--- config.mk ---
export PLATFORM = sky130hd
export DESIGN_NAME = imm_packer_flat
export DESIGN_NICKNAME = d
export VERILOG_FILES = /design/src/rtl/imm_packer_if.sv /design/src/rtl/imm_packer.sv /design/src/flat_wrapper.sv
export SDC_FILE = /design/constraint.sdc
export NUM_CORES = 1
export LEC_CHECK = 0
export ABC_AREA = 1
export CORE_MARGIN = 1
export CORE_UTILIZATION = 51
export CTS_BUF_LIST = sky130_fd_sc_hd__clkbuf_4 sky130_fd_sc_hd__clkbuf_8
export DETAILED_ROUTE_END_ITERATION = 10
export MAX_ROUTING_LAYER = met4
export PLACE_DENSITY = 0.89
export SYNTH_ARGS = -nofsm -noshare
export SYNTH_HDL_FRONTEND = slang
export SYNTH_SLANG_ARGS = --single-unit
--- constraint.sdc ---
create_clock -name clk -period 1.8 [get_ports clk]
set_input_delay 0.36 -clock clk [delete_from_list [all_inputs] [get_ports clk]]
set_output_delay 0.36 -clock clk [all_outputs]
set_load 0.005 [all_outputs]
--- src/rtl/imm_packer_if.sv ---
`default_nettype none
// +---------------------------------------------------------------------+
// | imm_packer_if : handshake bundle for the RV32I immediate packer      |
// | Revision 1.0                                                         |
// +---------------------------------------------------------------------+
interface imm_packer_if #(
  parameter int CNT_W = 8
);
  logic             in_valid;
  logic             in_ready;
  logic [2:0]       in_fmt;
  logic [31:0]      in_imm;
  logic [31:0]      in_base;
  logic             out_valid;
  logic             out_ready;
  logic [31:0]      out_instr;
  logic             out_err;
  logic [CNT_W-1:0] err_count;

  // master is the producer/consumer side, slave is the packer itself
  modport master (
    output in_valid, in_fmt, in_imm, in_base, out_ready,
    input  in_ready, out_valid, out_instr, out_err, err_count
  );

  modport slave (
    input  in_valid, in_fmt, in_imm, in_base, out_ready,
    output in_ready, out_valid, out_instr, out_err, err_count
  );
endinterface
`default_nettype wire

--- src/rtl/imm_packer.sv ---
`default_nettype none
// +---------------------------------------------------------------------+
// | imm_packer : two-stage RV32I immediate range-check and field packer  |
// | Revision 1.0                                                         |
// +---------------------------------------------------------------------+
module imm_packer #(
  parameter int CNT_W = 8
) (
  input  wire logic   clk,
  input  wire logic   rst_n,
  imm_packer_if.slave bus
);

  localparam logic [2:0] FMT_I = 3'd0;
  localparam logic [2:0] FMT_S = 3'd1;
  localparam logic [2:0] FMT_B = 3'd2;
  localparam logic [2:0] FMT_U = 3'd3;
  localparam logic [2:0] FMT_J = 3'd4;

  logic             s1_valid_q;
  logic [2:0]       s1_fmt_q;
  logic [31:0]      s1_imm_q;
  logic [31:0]      s1_base_q;
  logic             s2_valid_q;
  logic [31:0]      s2_instr_q;
  logic             s2_err_q;
  logic [CNT_W-1:0] err_cnt_q;
  logic [CNT_W-1:0] err_cnt_d;

  logic             adv2;
  logic             in_ready;
  logic [31:0]      pack_instr;
  logic             pack_err;

  assign adv2     = !s2_valid_q || bus.out_ready;
  assign in_ready = rst_n && (!s1_valid_q || adv2);

  // Range rule: the listed upper bits must be a pure sign extension
  always_comb begin
    pack_instr = s1_base_q;
    pack_err   = 1'b1;
    case (s1_fmt_q)
      FMT_I: begin
        pack_err          = !((&s1_imm_q[31:11]) || !(|s1_imm_q[31:11]));
        pack_instr[31:20] = s1_imm_q[11:0];
      end
      FMT_S: begin
        pack_err          = !((&s1_imm_q[31:11]) || !(|s1_imm_q[31:11]));
        pack_instr[31:25] = s1_imm_q[11:5];
        pack_instr[11:7]  = s1_imm_q[4:0];
      end
      FMT_B: begin
        pack_err          = !((&s1_imm_q[31:12]) || !(|s1_imm_q[31:12])) || s1_imm_q[0];
        pack_instr[31]    = s1_imm_q[12];
        pack_instr[30:25] = s1_imm_q[10:5];
        pack_instr[11:8]  = s1_imm_q[4:1];
        pack_instr[7]     = s1_imm_q[11];
      end
      FMT_U: begin
        pack_err          = |s1_imm_q[11:0];
        pack_instr[31:12] = s1_imm_q[31:12];
      end
      FMT_J: begin
        pack_err          = !((&s1_imm_q[31:20]) || !(|s1_imm_q[31:20])) || s1_imm_q[0];
        pack_instr[31]    = s1_imm_q[20];
        pack_instr[30:21] = s1_imm_q[10:1];
        pack_instr[20]    = s1_imm_q[11];
        pack_instr[19:12] = s1_imm_q[19:12];
      end
      default: begin
        pack_err   = 1'b1;
        pack_instr = s1_base_q;
      end
    endcase
  end

  always_comb begin
    err_cnt_d = err_cnt_q;
    if (s2_valid_q && bus.out_ready && s2_err_q && !(&err_cnt_q)) begin
      err_cnt_d = err_cnt_q + 1'b1;
    end
  end

  always_ff @(posedge clk) begin
    if (!rst_n) begin
      s1_valid_q <= 1'b0;
      s1_fmt_q   <= 3'd0;
      s1_imm_q   <= 32'd0;
      s1_base_q  <= 32'd0;
      s2_valid_q <= 1'b0;
      s2_instr_q <= 32'd0;
      s2_err_q   <= 1'b0;
      err_cnt_q  <= '0;
    end else begin
      if (bus.in_valid && in_ready) begin
        s1_valid_q <= 1'b1;
        s1_fmt_q   <= bus.in_fmt;
        s1_imm_q   <= bus.in_imm;
        s1_base_q  <= bus.in_base;
      end else if (adv2) begin
        s1_valid_q <= 1'b0;
      end
      if (adv2) begin
        s2_valid_q <= s1_valid_q;
        if (s1_valid_q) begin
          s2_instr_q <= pack_instr;
          s2_err_q   <= pack_err;
        end
      end
      err_cnt_q <= err_cnt_d;
    end
  end

  assign bus.in_ready  = in_ready;
  assign bus.out_valid = s2_valid_q;
  assign bus.out_instr = s2_instr_q;
  assign bus.out_err   = s2_err_q;
  assign bus.err_count = err_cnt_q;

endmodule
`default_nettype wire

--- src/flat_wrapper.sv ---
// flat-port wrapper written by rule: the top's interface ports become plain ports
module imm_packer_flat 
#(
  parameter int CNT_W = 8
)
  (clk, rst_n, bus_in_valid, bus_in_fmt, bus_in_imm, bus_in_base, bus_out_ready, bus_in_ready, bus_out_valid, bus_out_instr, bus_out_err, bus_err_count);
  imm_packer_if #(.CNT_W(CNT_W)) bus_i ();
  input  wire logic clk;
  input  wire logic rst_n;
  input wire logic [$bits(bus_i.in_valid)-1:0] bus_in_valid;
  input wire logic [$bits(bus_i.in_fmt)-1:0] bus_in_fmt;
  input wire logic [$bits(bus_i.in_imm)-1:0] bus_in_imm;
  input wire logic [$bits(bus_i.in_base)-1:0] bus_in_base;
  input wire logic [$bits(bus_i.out_ready)-1:0] bus_out_ready;
  output wire logic [$bits(bus_i.in_ready)-1:0] bus_in_ready;
  output wire logic [$bits(bus_i.out_valid)-1:0] bus_out_valid;
  output wire logic [$bits(bus_i.out_instr)-1:0] bus_out_instr;
  output wire logic [$bits(bus_i.out_err)-1:0] bus_out_err;
  output wire logic [$bits(bus_i.err_count)-1:0] bus_err_count;
  assign bus_i.in_valid = bus_in_valid;
  assign bus_i.in_fmt = bus_in_fmt;
  assign bus_i.in_imm = bus_in_imm;
  assign bus_i.in_base = bus_in_base;
  assign bus_i.out_ready = bus_out_ready;
  assign bus_in_ready = bus_i.in_ready;
  assign bus_out_valid = bus_i.out_valid;
  assign bus_out_instr = bus_i.out_instr;
  assign bus_out_err = bus_i.out_err;
  assign bus_err_count = bus_i.err_count;
  imm_packer #(.CNT_W(CNT_W)) u_core (.clk(clk), .rst_n(rst_n), .bus(bus_i));
endmodule
==> metrics, run 1 <==
run status complete, but fails checks; failing checks DRC; post-synth top area cell dfxtp_1; post-synthesis sequential area ratio 46.9%; leak pwr 2.41 nW; worst hold slack 429 ps; Final Worst Setup Slack 81.1 ps; commonest register cell after synthesis dfxtp_1; r2r startpoint u_core.s1_fmt_q[2]; global placer's final weighted congestion 0.896; Longest Clk Path Bufs 2; Hold Path Stages 4; grt total ovfl 0; via count 4597; first-pass GRT wire length 20500 um; Cell Pwr Density 816 nW/um2; reg-to-reg endpoint u_core.bus.out_instr[30]; R2R Setup Slk 210 ps; DP Cell Count 835; FF+latch area 2210 um2; Syn-to-layout area delta 30.1%; CP max stage cell clkdlybuf4s50_1; final hold viol count 0; async set or reset register ratio after synthesis 0%; clock slew at reported path FFs 100 ps; top cells by area, synth dfxtp_1, nand2_1, o21ai_0, nor2_1, o21ai_1; DPL Wire Length 9180 um; Final #Nets 811; cell family with most CP delay buffers and inverters; CP Data Arrival Time 1360 ps; Total Wirelength 12600 um; DRT antenna net count 0; Die ar. 9590 um2; max cap viols 0; Tmin final 1720 ps; FF-to-FF path depth 5; wire length per cell 14.7 um; layout cells sized above 1 7.66%; CP Class flip-flop to output pin; CTS tree done; first drt pass iteration count 8; fillers 735; crit-path max FO 6; RSZ-0062 raised after global routing false; Worst Setup End Kind output pin; CTS Buf Count 9; CP max stage delay 540 ps; initial antenna violation count 0; Synthesized Nets 703; power consumption 0.00498 W; commonest cells after routing, fill and taps aside nand2_1, clkdlybuf4s50_1, dfxtp_1; worst-margin pin slew 574 ps; Synth Register Bits 110; Yosys cell types 37; clk sinks 110; Max Slew Vio Count 0; CP cell instances clkdlybuf4s50_1; Post-synth EDFFs 0; worst hold path startpoint bus_out_ready; vias in the first global route 4350; required time of the critical path 1440 ps; # IOs 114; Mapped Cells 631; DRC Markers 6; core area 8810 um2; Die Wd 97.9 um; fin cells 852; ant diodes 0; Global Route Usage Sum 27.6%; CTS root buffer clkbuf_8; row cnt 34; Vias per Instance 5.40; Peak VDD IR 0.485 mV; clock latency on the worst-skew pair 370 ps; H-tree depth 3; Worst Hold Path EP u_core.bus.out_valid; drt initial violations 256; pin count of the biggest net entering global routing 71; WP buf/inv 1; syn avg cell area 7.44 um2; Synth Cell Area 4690 um2; Initial Utilization 53.3%; Setup Skew 4.83 ps; Syn. warnings 0; crit start category flip-flop; IO Port Bufs 113; setup tns final 0 ps; f_max 582 MHz; chip height 97.9 um; post-placement worst setup slack -272 ps; most common cell after layout, fill and taps aside nand2_1; Setup Viol. Count Final 0; Multi-input gate area 2110 um2; worst hold path class input port to flip-flop; fin crit share 95.5%; relative slew slack 61.6%; share of the synthesized area in the top cell type 46.9%
[synthesized netlist by cell type, drive strengths merged, types with 9 or more instances]
cell type / count
nand2: 204
dfxtp: 110
o21ai: 77
nor2: 56
inv: 49
a21oi: 29
buf: 22
o31ai: 20
nand3: 16
clkbuf: 11
o211ai: 9
[where the power goes]
group          internal (W)  switching [W]  leakage, nW
clock network      0.000547       0.000881       0.0968
registers           0.00260       0.000137        0.907
logic              0.000409       0.000408         1.41
[through the flow]
stage	utilization (%)	instance area (um2)
2_1_floorplan	-	4690
3_3_place_gp	67.1	5910
3_5_place_dp	67.1	5910
4_1_cts	69.2	6090
5_1_grt	69.3	6100
6_report	69.3	6100
[state kept, by name, indices dropped and copies added (netlist names)]
| register | flops |
|---|---|
| u_core.bus.err_count | 8 |
| u_core.bus.out_err | 1 |
| u_core.bus.out_instr | 32 |
| u_core.bus.out_valid | 1 |
| u_core.s1_base_q | 32 |
| u_core.s1_fmt_q | 3 |
| u_core.s1_imm_q | 32 |
| u_core.s1_valid_q | 1 |
[cell families (layout without fill, tap and decap cells)]
family,after synthesis,after routing,synth area share (%)
DFF,110,110,46.9
buffers and inverters,82,195,8.24
adders and majority gates,1,1,0.267
AOI/OAI and AO/OA,149,149,18.6
and+or+nand+nor,285,285,25.2
xor gates and xnor gates,4,4,0.747
[what timing repair did]
action                                  CTS  global route
hold buffers                              0             0
endpoints found under the setup margin    1             1
setup buffers                             0             1
gates resized for setup                   4             1
pin swaps                                 1             0
[cell type report]
class	count	area share, %
Clock buffer	10	2.15
Timing Repair Buffer	130	20.9
Sequential cell	110	36.1
Inverter	49	3.05
Multi-Input combinational cell	439	34.6
Clock inverter	6	0.902
Tap cell	108	2.21
[how the worst max path moves through the flow]
stage                                       start                      end  slack [ps]  cells after the start
after global routing      u_core.bus.err_count[2]         bus_err_count[2]           8                      1
after detailed placement            bus_out_ready             bus_in_ready        -270                      8
after floorplan           u_core.bus.err_count[1]  u_core.bus.err_count[6]         490                     10
final                     u_core.bus.err_count[2]         bus_err_count[2]          80                      1
after global placement              bus_out_ready             bus_in_ready        -180                      8
after CTS                    u_core.bus.out_valid             bus_in_ready          40                      6
[routing by layer]
metal,vias up,global-route usage [%],share of wire [%]
met3,33,4.51,5.5
met2,156,45.8,48
met4,0,10.5,2.7
met5,-,-,0
met1,2125,33.5,44
li1,2283,-,-
Power figures use the tool's default switching activity.
==> run 2, diff against run 1 <==
- CAP_MARGIN: default -> 20
==> results of run 2 <==
The final DEF is identical to that of run 1; final timing and power are the same.
==> run 3, diff against run 2 <==
- CAP_MARGIN: 20 -> 15
- PLACE_DENSITY: 0.89 -> 0.84
==> metrics, run 3 (synthesis gave the netlist of run 1 again) <==
Cell Pwr Density 853 nW/um2 (+4.4%); Peak VDD IR 0.509 mV (+5.1%); crit-path max FO 6 (unchanged); chip height 97.9 um (unchanged); DRT antenna net count 0 (unchanged); wire length per cell 14.9 um (+0.74%); Area after DPL 5930 um2 (+0.42%); CTS root buffer clkbuf_8; worst hold path startpoint bus_out_ready; pin count of the biggest net entering global routing 62 (-13%); Comb power frac 15.8% (-0.6 points); clk sinks 110 (unchanged); r2r startpoint u_core.s1_fmt_q[2]; grt total ovfl 0 (unchanged); ant diodes 0 (unchanged); CP max stage delay 540 ps (about the same); worst-margin pin slew 594 ps (+19.0 ps); cell family with most CP delay buffers and inverters; run status complete, but fails checks; first drt pass iteration count 7 (-1); net switching power 0.00141 W (-1.2%); Initial Utilization 53.3% (unchanged); via count 4547 (-1.1%); Clock Power Share 32.2% (+3.5 points); leak pwr 2.45 nW (+1.4%); DP Cell Count 835 (unchanged); Syn-to-layout area delta 31.6%; Switching Share 26.8% (-1.9 points); vias in the first global route 4243 (-2.5%); CP Class flip-flop to output pin; DPL Wire Length 9200 um (+0.18%); Total Wirelength 12700 um (+0.74%); CTS tree done; Setup Skew 19.2 ps (+14.4 ps); CP cell instances clkdlybuf4s50_1; DRC Markers 8 (+2); required time of the critical path 1440 ps (about the same); Die Wd 97.9 um (unchanged); initial antenna violation count 0 (unchanged); fin crit share 95.4% (about the same); clock latency on the worst-skew pair 380 ps (about the same); Vias per Instance 5.34 (-1.1%); # IOs 114 (unchanged); max cap viols 0 (unchanged); sequential power share 52.0% (-2.9 points); CP max stage cell clkdlybuf4s50_1; WP buf/inv 1 (unchanged); crit start category flip-flop; clock slew at reported path FFs 110 ps (about the same); layout cells sized above 1 7.66% (unchanged); relative slew slack 60.4% (-1.1 points); drt initial violations 224 (-13%); IO Port Bufs 113 (unchanged); commonest cells after routing, fill and taps aside nand2_1, clkdlybuf4s50_1, dfxtp_1; Die ar. 9590 um2 (unchanged); RSZ-0062 raised after global routing false; reg-to-reg endpoint u_core.bus.out_instr[29]; Hold Path Stages 4 (unchanged); Global Route Usage Sum 27.5% (-0.050 points); core area 8810 um2 (unchanged); global placer's final weighted congestion 0.921 (+2.8%); Layout Utilization 70.1% (+0.80 points); CTS Buf Count 9 (unchanged); H-tree depth 3 (unchanged); Hold-fix buffers, CTS 0 (unchanged); Setup Viol. Count Final 0 (unchanged); worst hold slack 313 ps (-116 ps); Worst Hold Path EP u_core.bus.out_valid; failing checks DRC; Tmin final 1720 ps (-1.52 ps); row cnt 34 (unchanged); FF-to-FF path depth 5 (unchanged); R2R Setup Slk 280 ps (+70 ps); Final #Nets 811 (unchanged); Max Slew Vio Count 0 (unchanged); first-pass GRT wire length 20300 um (-1.2%); setup tns final 0 ps (unchanged); Finished Cell Area 6170 um2 (+1.1%); Longest Clk Path Bufs 2 (unchanged); worst hold path class input port to flip-flop; CP Data Arrival Time 1360 ps (about the same); f_max 582 MHz (about the same); final hold viol count 0 (unchanged); fin cells 852 (unchanged); most common cell after layout, fill and taps aside nand2_1; Worst Setup End Kind output pin; Internal 0.00386 W (+8.4%)
==> run 3: power groups by stage <==
stage	registers (W)	clock network [W]	logic, W
3_5_place_dp	0.00279	0	0.000825
3_3_place_gp	0.00278	0	0.000802
6_report	0.00274	0.00169	0.000833
2_1_floorplan	0.00275	0	0.000428
5_1_grt	0.00276	0.00179	0.000921
4_1_cts	0.00273	0.00171	0.000832
==> run 3: worst max-delay path by stage <==
stage                            startpoint                      end  slack, ps  cells after the start
finish              u_core.bus.err_count[2]         bus_err_count[2]         80                      1
global route        u_core.bus.err_count[2]         bus_err_count[2]         30                      1
CTS                           bus_out_ready             bus_in_ready          5                      8
detailed placement            bus_out_ready             bus_in_ready       -270                      8
global placement              bus_out_ready             bus_in_ready       -210                      8
floorplan           u_core.bus.err_count[1]  u_core.bus.err_count[6]        490                     10
==> run 3: area by class of cell <==
| class | instances | area (um2) |
|---|---|---|
| Clock buffer | 10 | 138 |
| Clock inverter | 6 | 92.6 |
| Fill cell | 722 | 2630 |
| Inverter | 49 | 186 |
| Multi-Input combinational cell | 439 | 2110 |
| Sequential cell | 110 | 2200 |
| Tap cell | 108 | 135 |
| Timing Repair Buffer | 130 | 1310 |
==> run 3: stage by stage <==
step	setup WS, ps	total power [W]
floorplan	487	0.00318
global placement	-211	0.00358
detailed placement	-274	0.00361
CTS	5.23	0.00527
global route	27.9	0.00547
finish	82.7	0.00526
==> run 3: layer usage <==
metal | global-route usage, % | share of wire, %
met2 | 47.0 | 49
met1 | 33.9 | 44
met4 | 8.86 | 1.5
met3 | 3.08 | 5.2
met5 | - | 0
==> run 3: what timing repair did <==
item	4_1_cts	5_1_grt
pin swaps	1	1
resized for setup	2	2
endpoints found under the setup margin	1	1
setup buffers	1	0
